<file path="config.mk">
export PLATFORM = sky130hd
export DESIGN_NAME = ctrl_cct_kw_store
export DESIGN_NICKNAME = d
export VERILOG_FILES = /design/src/rtl/ctrl_cct_kw_store.sv
export SDC_FILE = /design/constraint.sdc
export NUM_CORES = 1
export LEC_CHECK = 0
export CAP_MARGIN = 25
export CORE_ASPECT_RATIO = 0.6
export CORE_MARGIN = 10
export CORE_UTILIZATION = 49
export CTS_BUF_LIST = sky130_fd_sc_hd__clkbuf_16
export DETAILED_ROUTE_END_ITERATION = 16
export PLACE_DENSITY_LB_ADDON = 0.08
export SLEW_MARGIN = 20
export SYNTH_ARGS = -nofsm -noshare
export SYNTH_HDL_FRONTEND = slang
export SYNTH_SLANG_ARGS = --single-unit
</file>
<file path="constraint.sdc">
create_clock -name clk -period 3 [get_ports clk]
set_input_delay 0.45 -clock clk [delete_from_list [all_inputs] [get_ports clk]]
set_output_delay 0.45 -clock clk [all_outputs]
set_load 0.01 [all_outputs]
</file>
<file path="src/rtl/ctrl_cct_kw_store.sv">
// Kernel-weight RAM write controller.
// Streams one 8-word burst into the selected filter region.
module ctrl_cct_kw_store #(
  parameter int DATA_W = 8,
  parameter int ADDR_W = 7,
  parameter int BURST  = 8
) (
  input  logic              clk,
  input  logic              reset,
  input  logic              clr,
  input  logic              wr_start,
  input  logic [2:0]        F,
  input  logic              in_valid,
  input  logic [DATA_W-1:0] in_data,
  output logic              in_ready,
  output logic              ram_we,
  output logic [ADDR_W-1:0] ram_addr,
  output logic [DATA_W-1:0] ram_wdata,
  output logic              busy,
  output logic              done,
  output logic [3:0]        wr_count
);

  typedef enum logic [1:0] {
    IDLE,
    LOAD,
    DONE
  } state_t;

  state_t            state;
  state_t            state_nx;
  logic [ADDR_W-1:0] base;
  logic [3:0]        cnt;
  logic              accept;
  logic              start;

  assign wr_count = cnt;
  assign start    = (state == IDLE) && wr_start;

  always_comb begin
    state_nx = state;
    in_ready = 1'b0;
    busy     = 1'b0;
    done     = 1'b0;
    accept   = 1'b0;
    unique case (state)
      IDLE: begin
        if (wr_start) state_nx = LOAD;
      end
      LOAD: begin
        in_ready = 1'b1;
        busy     = 1'b1;
        accept   = in_valid;
        if (in_valid && cnt == 4'(BURST - 1))
          state_nx = DONE;
      end
      DONE: begin
        busy     = 1'b1;
        done     = 1'b1;
        state_nx = IDLE;
      end
      default: state_nx = IDLE;
    endcase
  end

  // Write port is registered: each accepted beat lands one cycle later.
  always_ff @(posedge clk or posedge reset) begin
    if (reset) begin
      state     <= IDLE;
      base      <= '0;
      cnt       <= '0;
      ram_we    <= 1'b0;
      ram_addr  <= '0;
      ram_wdata <= '0;
    end else if (clr) begin
      state     <= IDLE;
      base      <= '0;
      cnt       <= '0;
      ram_we    <= 1'b0;
      ram_addr  <= '0;
      ram_wdata <= '0;
    end else begin
      state  <= state_nx;
      ram_we <= accept;
      if (accept) begin
        ram_addr  <= base + ADDR_W'(cnt);
        ram_wdata <= in_data;
        cnt       <= cnt + 4'd1;
      end
      if (start) begin
        base <= ADDR_W'({F, 3'b000}) + ADDR_W'(1);
        cnt  <= '0;
      end
    end
  end

endmodule

</file>
## Word-level counts from Yosys, hierarchy flattened

Index checks and enable logic that the tools add are counted.

| word-level totals | value |
|---|---|
| bits in registers | 29 |
| bits of input ports | 16 |
| word-level logic and storage cells | 40 |

| cells by class | value |
|---|---|
| add/sub/neg operators | 3 |
| equal/unequal tests | 5 |
| mux-type cells | 18 |
| reductions and logical operators | 8 |

Operators by type and width:

| kind | number |
|---|---|
| 2-to-1 mux 7 bit | 4 |
| 2-to-1 mux 8 bit | 2 |
| 2-to-1 mux 4 bit | 3 |
| adder 6 x 1 -> 7 bit, second input constant | 1 |
| adder 7 x 4 -> 7 bit | 1 |
| 2-to-1 mux 2 bit | 3 |
| inequality test 3 bit, second input constant | 2 |
| 2-to-1 mux 1 bit | 5 |
| adder 4 x 1 -> 4 bit, second input constant | 1 |
| == test 4 x 3 -> 1 bit, second input constant | 1 |
| case mux 2 bit (2 select lines) | 1 |
| nonzero test 2 bit | 2 |
| nonzero test 3 bit | 1 |
| == test 2 x 1 -> 1 bit, second input constant | 1 |
| == test 2 bit, second input constant | 1 |
| logical AND 1 bit | 2 |
| zero test 2 bit | 1 |
| AND reduction 2 bit | 1 |
| OR reduction 2 bit | 1 |

## Logic depth before layout (Yosys ltp)

Gate-level depths: netlist of the first run.

| depth | value |
|---|---|
| depth after elaboration | 5 |
| gate-level depth with buffers | 6 |
| mapped depth without buffers | 5 |

## Worst setup path after synthesis of the first run

No wires, ideal clock.

| timing | value |
|---|---|
| kind | reg2reg |
| start point | register state[1] |
| end point | register ram_addr[4] |
| arrival | 1,434 ps |
| path slack | 1,497 ps |
| stages on the path, launching flop included | 6 |
| buffers on the path | 0 |
| clock period less this slack | 1,503 ps |
| cell sequence | dfrtp_1 > inv_1 > ha_1 > nand2_1 > or4_1 > nand3_1 |

| on the way | value |
|---|---|
| word-level cells in the longest chain between the ends | 3 |

RTL lines:

| item | RTL line | text |
|---|---|---|
| from (decl) | 30 | `state_t state;` |
| from (signal assigned) | 83 | `state <= state_nx;` |
| == test 2 x 1 -> 1 bit | 46 | `unique case (state)` |
| 2-to-1 mux 1 bit | 46 |  |
| nonzero test 2 bit (no source line) | -- |  |
| to (signal assigned) | 86 | `ram_addr <= base + ADDR_W'(cnt);` |
| to (decl) | 17 | `output logic [ADDR_W-1:0] ram_addr,` |

Every way passes these cells.
A chain may end at the register's enable or synchronous reset.

## Final worst setup path of the first run

| timing | value |
|---|---|
| start point | register state[1] |
| end point | output in_ready |

| on the way | value |
|---|---|
| word-level cells in the longest chain between the ends | 2 |

RTL lines:

| item | RTL line | text |
|---|---|---|
| == test 2 x 1 -> 1 bit | 46 |  |
| 2-to-1 mux 1 bit | 46 |  |
| to (decl) | 15 | `output logic in_ready,` |

Every way passes these cells.

==> results of run 1 <==
[critical path: stages (launching register included)]
cell             delay (ns)
dfrtp_1                0.39
inv_1                  0.11
ha_1                   0.28
clkdlybuf4s50_1        0.59
[stage by stage]
step | setup slack (ns) | util, % | cells | hold slack [ns]
after floorplan | 1.50 | - | 131 | 0.466
after global placement | 1.01 | 66.9 | 196 | 0.509
after detailed placement | 0.926 | 66.9 | 196 | 0.519
after CTS | 0.914 | 70.1 | 200 | 0.528
after global routing | 0.854 | 70.7 | 201 | 0.510
final | 0.922 | 70.7 | 201 | 0.459
[metal layers]
layer / vias to the layer above / track usage, % / wire length (um)
met3: 2 / 5.63 / 235
met4: 0 / 1.64 / 9
met5: - / 0 / 0
met2: 26 / 21.6 / 1550
met1: 519 / 14.5 / 1340
li1: 522 / - / -
[state kept, by name, indices dropped and copies added, names as in the netlist]
signal,cells
ram_addr,7
ram_we,1
wr_count,4
state,2
ram_wdata,8
base,4
[final timing paths]
| kind | end | slack, ns | start |
|---|---|---|---|
| max | in_ready | 0.92 | state[1]$_DFFE_PP0P_ |
| min | ram_wdata[5]$_DFFE_PP0P_ | 0.46 | reset |
| max reg2reg | ram_addr[4]$_DFFE_PP0P_ | 1.11 | state[1]$_DFFE_PP0P_ |
| min reg2reg | ram_addr[0]$_DFFE_PP0P_ | 0.52 | ram_addr[0]$_DFFE_PP0P_ |
| max in group asynchronous | ram_wdata[1]$_DFFE_PP0P_ | 2.13 | reset |
| min in group clk | ram_addr[0]$_DFFE_PP0P_ | 0.52 | ram_addr[0]$_DFFE_PP0P_ |
[logic make-up after synthesis]
logic type / count (synthesis) / share of synthesized area [%]
AOI/OAI and AO/OA: 26 / 12.0
buffers and inverters: 10 / 3.78
DFF: 26 / 51.7
adders and majority gates: 8 / 7.96
and+or+nand+nor: 56 / 20.9
xor gates and xnor gates: 4 / 2.79
muxes: 1 / 0.796
[final cells by class]
| class | instances | area [um2] | share of cell area (%) |
|---|---|---|---|
| timing repair buffer | 40 | 403 | 23.1 |
| inverter | 4 | 15.0 | 0.860 |
| clock buffer | 3 | 75.1 | 4.30 |
| clock inverter | 1 | 3.75 | 0.215 |
| tap | 32 | 40.0 | 2.29 |
| multi-input combinational | 95 | 559 | 32.0 |
| sequential | 26 | 651 | 37.2 |
[power groups by stage]
stage	registers, uW	logic [uW]	clock network [uW]
after global placement	412	247	0
final	408	257	292
after detailed placement	415	256	0
after floorplan	421	133	0
after global routing	413	290	308
after CTS	408	259	296
[cell usage in the layout, fill, tap and decap left out, types with 3 or more instances in the layout]
cell and count:
a21oi_1 18, nor2_1 8, nand2b_1 3, o21ai_0 3, inv_1 3, nand2_1 28
clkdlybuf4s50_1 38, ha_1 8, nand3_1 7, nand4b_1 3, clkbuf_16 3, dfrtp_1 26
==> key figures, run 1 <==
Run status
  • Status: finished clean

Critical path
  • CP Max Fanout: 6
  • R2R depth: 5
  • Setup Crit Path Kind: reg2out
  • Startpoint types: flop
  • Crit end category: primary output
  • Worst EP arrival: around 1.6 ns
  • CP required: approximately 2.6 ns

Placed design
  • Post-DP HPWL: about 2300 um
  • RePlAce Congestion: around 0.75
  • DP Area: between 0.0015 and 0.002 mm2
  • PortBufs: 38

Logic synthesis
  • Synthesis Warnings: 0
  • Top post-synthesis cells by area: dfrtp_1, nand2_1, ha_1, a21oi_1, nand3_1
  • Commonest cells in the netlist: nand2_1, dfrtp_1, a21oi_1
  • Synth cell types: 26
  • Post-synth EDFFs: 0
  • Ys flop type: dfrtp_1
  • Post-Syn Nets: between 150 and 200
  • Cell area after synthesis: 0.00126 mm2
  • Top-count cell post-synth: nand2_1
  • Cell taking the most area after synthesis: dfrtp_1
  • Mean Syn Cell Area: ~9.6 um2
  • Post-synth top area share: about 52%
  • Seq/Total Area, Yosys: around half
  • Async SR Flop Fraction: 100%
  • Synth Register Bits: 26
  • Mapped Cells: 131

CTS
  • CTS sink cnt: 26
  • Clock slew at reported path FFs: roughly 0.06 ns
  • Root Buffer: clkbuf_16
  • CTS resizes: 0
  • H-tree depth: 1
  • CTS tree: done
  • Setup Fix Bufs, Post-CTS: 0
  • Cts hold-fix bufs: 0
  • Worst-case clock buffer depth: 2
  • Worst-Skew Late Latency: roughly 0.26 ns
  • CTS Buf Count: 3

Global routing
  • Total gr overflow: 0
  • Largest net degree at the start of global routing: 27
  • Vias in the first global route: 1099
  • First-pass GRT wire length: around 5200 um
  • Initial antenna violation count: 0
  • Total GRT Usage: 12.6%

Power and ir drop
  • Clk network pwr share: 30.5%
  • Int Pwr: 685 uW
  • Sw frac: between 20% and 30%
  • Final total power: 957 uW
  • Seq pwr share: 42.7%
  • Worst vdd ir: 0.286 mV
  • P per Cell Area: 548 mW/mm2
  • Switching pwr: roughly 270 uW
  • Combinational share of power: between 20% and 30%
  • Leak: 0.000728 uW

Routing
  • Detailed Route WL: around 3100 um
  • Via/cell ratio: 5.32
  • Residual DRC: 0
  • Wirelength per Cell: about 16 um
  • Pre-antenna DRT Iters: 4
  • Number of DRC markers in iteration 0: 39
  • Vias: 1069
  • Antenna violation net count after detailed routing: 0

Floorplanning
  • Width of the die: approximately 85 um
  • Die height: just under 60 um
  • Io pins: 39
  • Initial Utilization: roughly half
  • Die area: ~0.005 mm2
  • Core footprint: ~0.0025 mm2
  • Num rows: 14

Timing
  • Relative slew margins: around 53%
  • Final period utilization: 69.3%
  • Tmin final: just over 2 ns
  • Setup_tns: 0 ns
  • Max Clk Rate: 481 MHz
  • Worst slew pin tran: between 0.7 and 0.8 ns
  • Clock Skews: approximately 0.0045 ns
  • Final hold violations: 0
  • RSZ-0062 raised after global routing: false
  • Final setup fails: 0
  • Pins Over Slew Limit: 0

Layout
  • N_diodes: 0
  • Layout Nets: a little under 200
  • Share of layout cells above drive strength 1: under 10%
  • Final instance area: about 0.0017 mm2
  • P&R area growth vs syn: 38.9%
  • Fill count: ~180

Worst hold path
  • Min-delay worst type: in2async

Job
  • Max_cap viols: 0
Power figures use the tool's default switching activity.
==> inputs of run 2 (changes only) <==
--- a/config.mk
+++ b/config.mk
@@ -8,7 +8,7 @@
 export CAP_MARGIN = 25
 export CORE_ASPECT_RATIO = 0.6
 export CORE_MARGIN = 10
-export CORE_UTILIZATION = 49
+export CORE_UTILIZATION = 41
 export CTS_BUF_LIST = sky130_fd_sc_hd__clkbuf_16
 export DETAILED_ROUTE_END_ITERATION = 16
 export PLACE_DENSITY_LB_ADDON = 0.08
==> constraint.sdc (replaced) <==
create_clock -name clk -period 1.77 [get_ports clk]
set_input_delay 0.2655 -clock clk [delete_from_list [all_inputs] [get_ports clk]]
set_output_delay 0.2655 -clock clk [all_outputs]
set_load 0.01 [all_outputs]
==> run 2 against run 1 <==
Compared with the run above: register-to-register slack got worse by 0.99 ns; sequential power increased by 70%; first-iteration DRC count increased by 95%; design area increased by 2.9%; clock skew increased by 0.0015 ns; highest routed layer unchanged; critical path depth increased by 1.
==> key figures, run 2 (synthesis results as in run 1) <==
Layout
  • Commonest non-fill, non-tap cells in the layout: clkdlybuf4s50_1, nand2_1, dfrtp_1 (unchanged)
  • Largest registers: ram_wdata (8), ram_addr (7) (unchanged)
  • Multi-input logic area: 562 um2 (was 559 um2)
  • Seq. cell area: 651 um2 (unchanged)
  • Share of layout cells above drive strength 1: 6.36% (was 3.55%)
  • Fill count: 258 (was 178)
  • P&R area growth vs syn: 42.9% (was 38.9%)
  • N_diodes: 0 (unchanged)
  • Most flops, register: ram_wdata (unchanged)
  • Commonest non-fill, non-tap cell in the layout: clkdlybuf4s50_1 (unchanged)
  • Layout Nets: 198 (was 194)
  • Largest register FFs: 8 (unchanged)

Timing
  • Final period utilization: between 90 and 100%
  • Clock Skews: 0.00604 ns (was 0.00450 ns)
  • Pins Over Slew Limit: 0 (unchanged)
  • Min Hold Slack: 0.367 ns (was 0.459 ns)
  • Max Clk Rate: ~610 MHz
  • RSZ-0062 raised after global routing: false (unchanged)
  • Final hold violations: 0 (unchanged)
  • Worst slew pin tran: 0.338 ns (was 0.706 ns)
  • Setup_tns: 0 ns (unchanged)
  • Relative slew margins: 77.4% (was 53.0%)
  • Tmin final: 1.65 ns
  • Final setup fails: 0 (unchanged)

Routing
  • Via/cell ratio: 5.10 (was 5.32)
  • Wirelength per Cell: 15.3 um (was 15.6 um)
  • Residual DRC: 0 (unchanged)
  • Antenna violation net count after detailed routing: 0 (unchanged)
  • Vias: 1096 (was 1069)
  • Pre-antenna DRT Iters: 4 (unchanged)
  • Number of DRC markers in iteration 0: 76 (was 39)
  • Detailed Route WL: 3290 um (was 3140 um)

Critical path
  • Max incr delay on CP: 0.42 ns (was 0.59 ns)
  • CP required: 1.92 ns (was 2.55 ns)
  • CP max-delay cell: dfrtp_1 (was clkdlybuf4s50_1)
  • Crit end category: flop (was primary output)
  • Setup Crit Path Kind: reg2reg (was reg2out)
  • Worst EP arrival: 1.80 ns (was 1.63 ns)
  • CP Max Fanout: 5 (was 6)
  • Startpoint types: flop (unchanged)
  • CP delay by family, top: compound AO/OA/AOI/OAI gates (was buffers and inverters)
  • Buffers and inverters on the worst path: 0 (was 2)
  • Critical Path, Cell by Cell: ha_1 -> a41oi_2 -> or3_1 -> a311oi_1 (was inv_1 -> ha_1 -> clkdlybuf4s50_1)

Global routing
  • Vias in the first global route: 1173 (was 1099)
  • Largest net degree at the start of global routing: 27 (unchanged)
  • First-pass GRT wire length: 5660 um (was 5230 um)
  • Initial antenna violation count: 0 (unchanged)
  • Total gr overflow: 0 (unchanged)
  • Total GRT Usage: 11.8% (was 12.6%)

CTS
  • Worst-Skew Late Latency: 0.26 ns (about the same)
  • Root Buffer: clkbuf_16 (unchanged)
  • CTS Buf Count: 3 (unchanged)
  • Cts hold-fix bufs: 0 (unchanged)
  • CTS sink cnt: 26 (unchanged)
  • CTS tree: done (unchanged)
  • Worst-case clock buffer depth: 2 (unchanged)
  • H-tree depth: 1 (unchanged)
  • Clock slew at reported path FFs: 0.07 ns (was 0.06 ns)

Worst hold path
  • Min-delay worst type: in2async (unchanged)

Placed design
  • RePlAce Congestion: 0.805 (was 0.751)
  • Post-DP HPWL: 2490 um (was 2340 um)
  • PortBufs: 38 (unchanged)

Power and ir drop
  • Worst vdd ir: 0.471 mV (was 0.286 mV)
  • Leak: 0.000775 uW (was 0.000728 uW)
  • P per Cell Area: 921 mW/mm2 (was 548 mW/mm2)

Floorplanning
  • Core footprint: 0.00291 mm2 (was 0.00247 mm2)
  • Die height: 62.9 um (was 59.2 um)
  • Io pins: 39 (unchanged)
  • Die area: 0.00575 mm2 (was 0.00506 mm2)
  • Initial Utilization: 43.2% (was 50.9%)
  • Num rows: 15 (was 14)
  • Width of the die: 91.5 um (was 85.4 um)

Job
  • Max_cap viols: 0 (unchanged)

Run status
  • Status: finished clean (unchanged)
[run 2: worst min-delay path: cells and delay by family]
kind / cells / cell delay (ns)
buffers and inverters: 3 / 0.76
[run 2: timing repair]
| action | 4_1_cts | 5_1_grt |
|---|---|---|
| endpoints found under the setup margin | 2 | 1 |
| resized for setup | 3 | 1 |
| hold endpoints to repair | 0 | 0 |
| cloned | 0 | 0 |
| buffers inserted | 0 | 0 |
[run 2: path summary, 6_finish.rpt]
kind / from / to / slack, ns / cells past startpoint
worst max-delay path: wr_count[3]$_DFFE_PP0P_ / ram_addr[5]$_DFFE_PP0P_ / 0.12 / 4
min in group clk: ram_wdata[1]$_DFFE_PP0P_ / ram_wdata[1]$_DFFE_PP0P_ / 0.52 / 2
worst min register to register: ram_wdata[1]$_DFFE_PP0P_ / ram_wdata[1]$_DFFE_PP0P_ / 0.52 / 2
worst min-delay path: reset / ram_wdata[6]$_DFFE_PP0P_ / 0.37 / 3
max in group asynchronous: reset / ram_wdata[3]$_DFFE_PP0P_ / 1.14 / 3
worst max register to register: wr_count[3]$_DFFE_PP0P_ / ram_addr[5]$_DFFE_PP0P_ / 0.12 / 4
[run 2: area by class of cell]
cell class | count | share of cell area [%]
clock buffers | 3 | 4.18
multi-input cells | 95 | 31.3
inverters | 4 | 0.836
repair buffers | 44 | 24.4
clock inverters | 1 | 0.209
well taps | 42 | 2.92
flip-flops and latches | 26 | 36.2
[run 2: where the power goes]
part | switching (uW) | total (uW) | internal (uW)
logic | 239 | 466 | 227
registers | 41.3 | 693 | 651
clock network | 195 | 497 | 302
[run 2: metal layers]
layer	vias to the layer above	part of all wire, %	track usage [%]
li1	529	-	-
met1	532	47	15.0
met2	31	46	18.2
met3	4	7.2	4.56
met4	0	0.61	2.92
met5	-	0	0
[run 2: through the flow]
step | util [%] | cells | cell area (um2) | total power [uW] | setup WS (ns)
after detailed placement | 59.0 | 211 | 1720 | 1180 | 0.154
after global placement | 59.0 | 211 | 1720 | 1170 | 0.222
after CTS | 61.7 | 215 | 1790 | 1680 | 0.0300
after global routing | 61.8 | 215 | 1800 | 1750 | 0.0635
final | 61.8 | 215 | 1800 | 1650 | 0.120
after floorplan | - | 131 | 1260 | 939 | 0.267
==> inputs of run 3 (changes only) <==
--- a/config.mk
+++ b/config.mk
@@ -5,6 +5,7 @@
 export SDC_FILE = /design/constraint.sdc
 export NUM_CORES = 1
 export LEC_CHECK = 0
+export ABC_CLOCK_PERIOD_IN_PS = 1770
 export CAP_MARGIN = 25
 export CORE_ASPECT_RATIO = 0.6
 export CORE_MARGIN = 10
@@ -12,6 +13,7 @@
 export CTS_BUF_LIST = sky130_fd_sc_hd__clkbuf_16
 export DETAILED_ROUTE_END_ITERATION = 16
 export PLACE_DENSITY_LB_ADDON = 0.08
+export SETUP_SLACK_MARGIN = 0.02
 export SLEW_MARGIN = 20
 export SYNTH_ARGS = -nofsm -noshare
 export SYNTH_HDL_FRONTEND = slang
==> results of run 3 <==
Same layout as run 2: the final DEF is identical, and so are final timing and power.
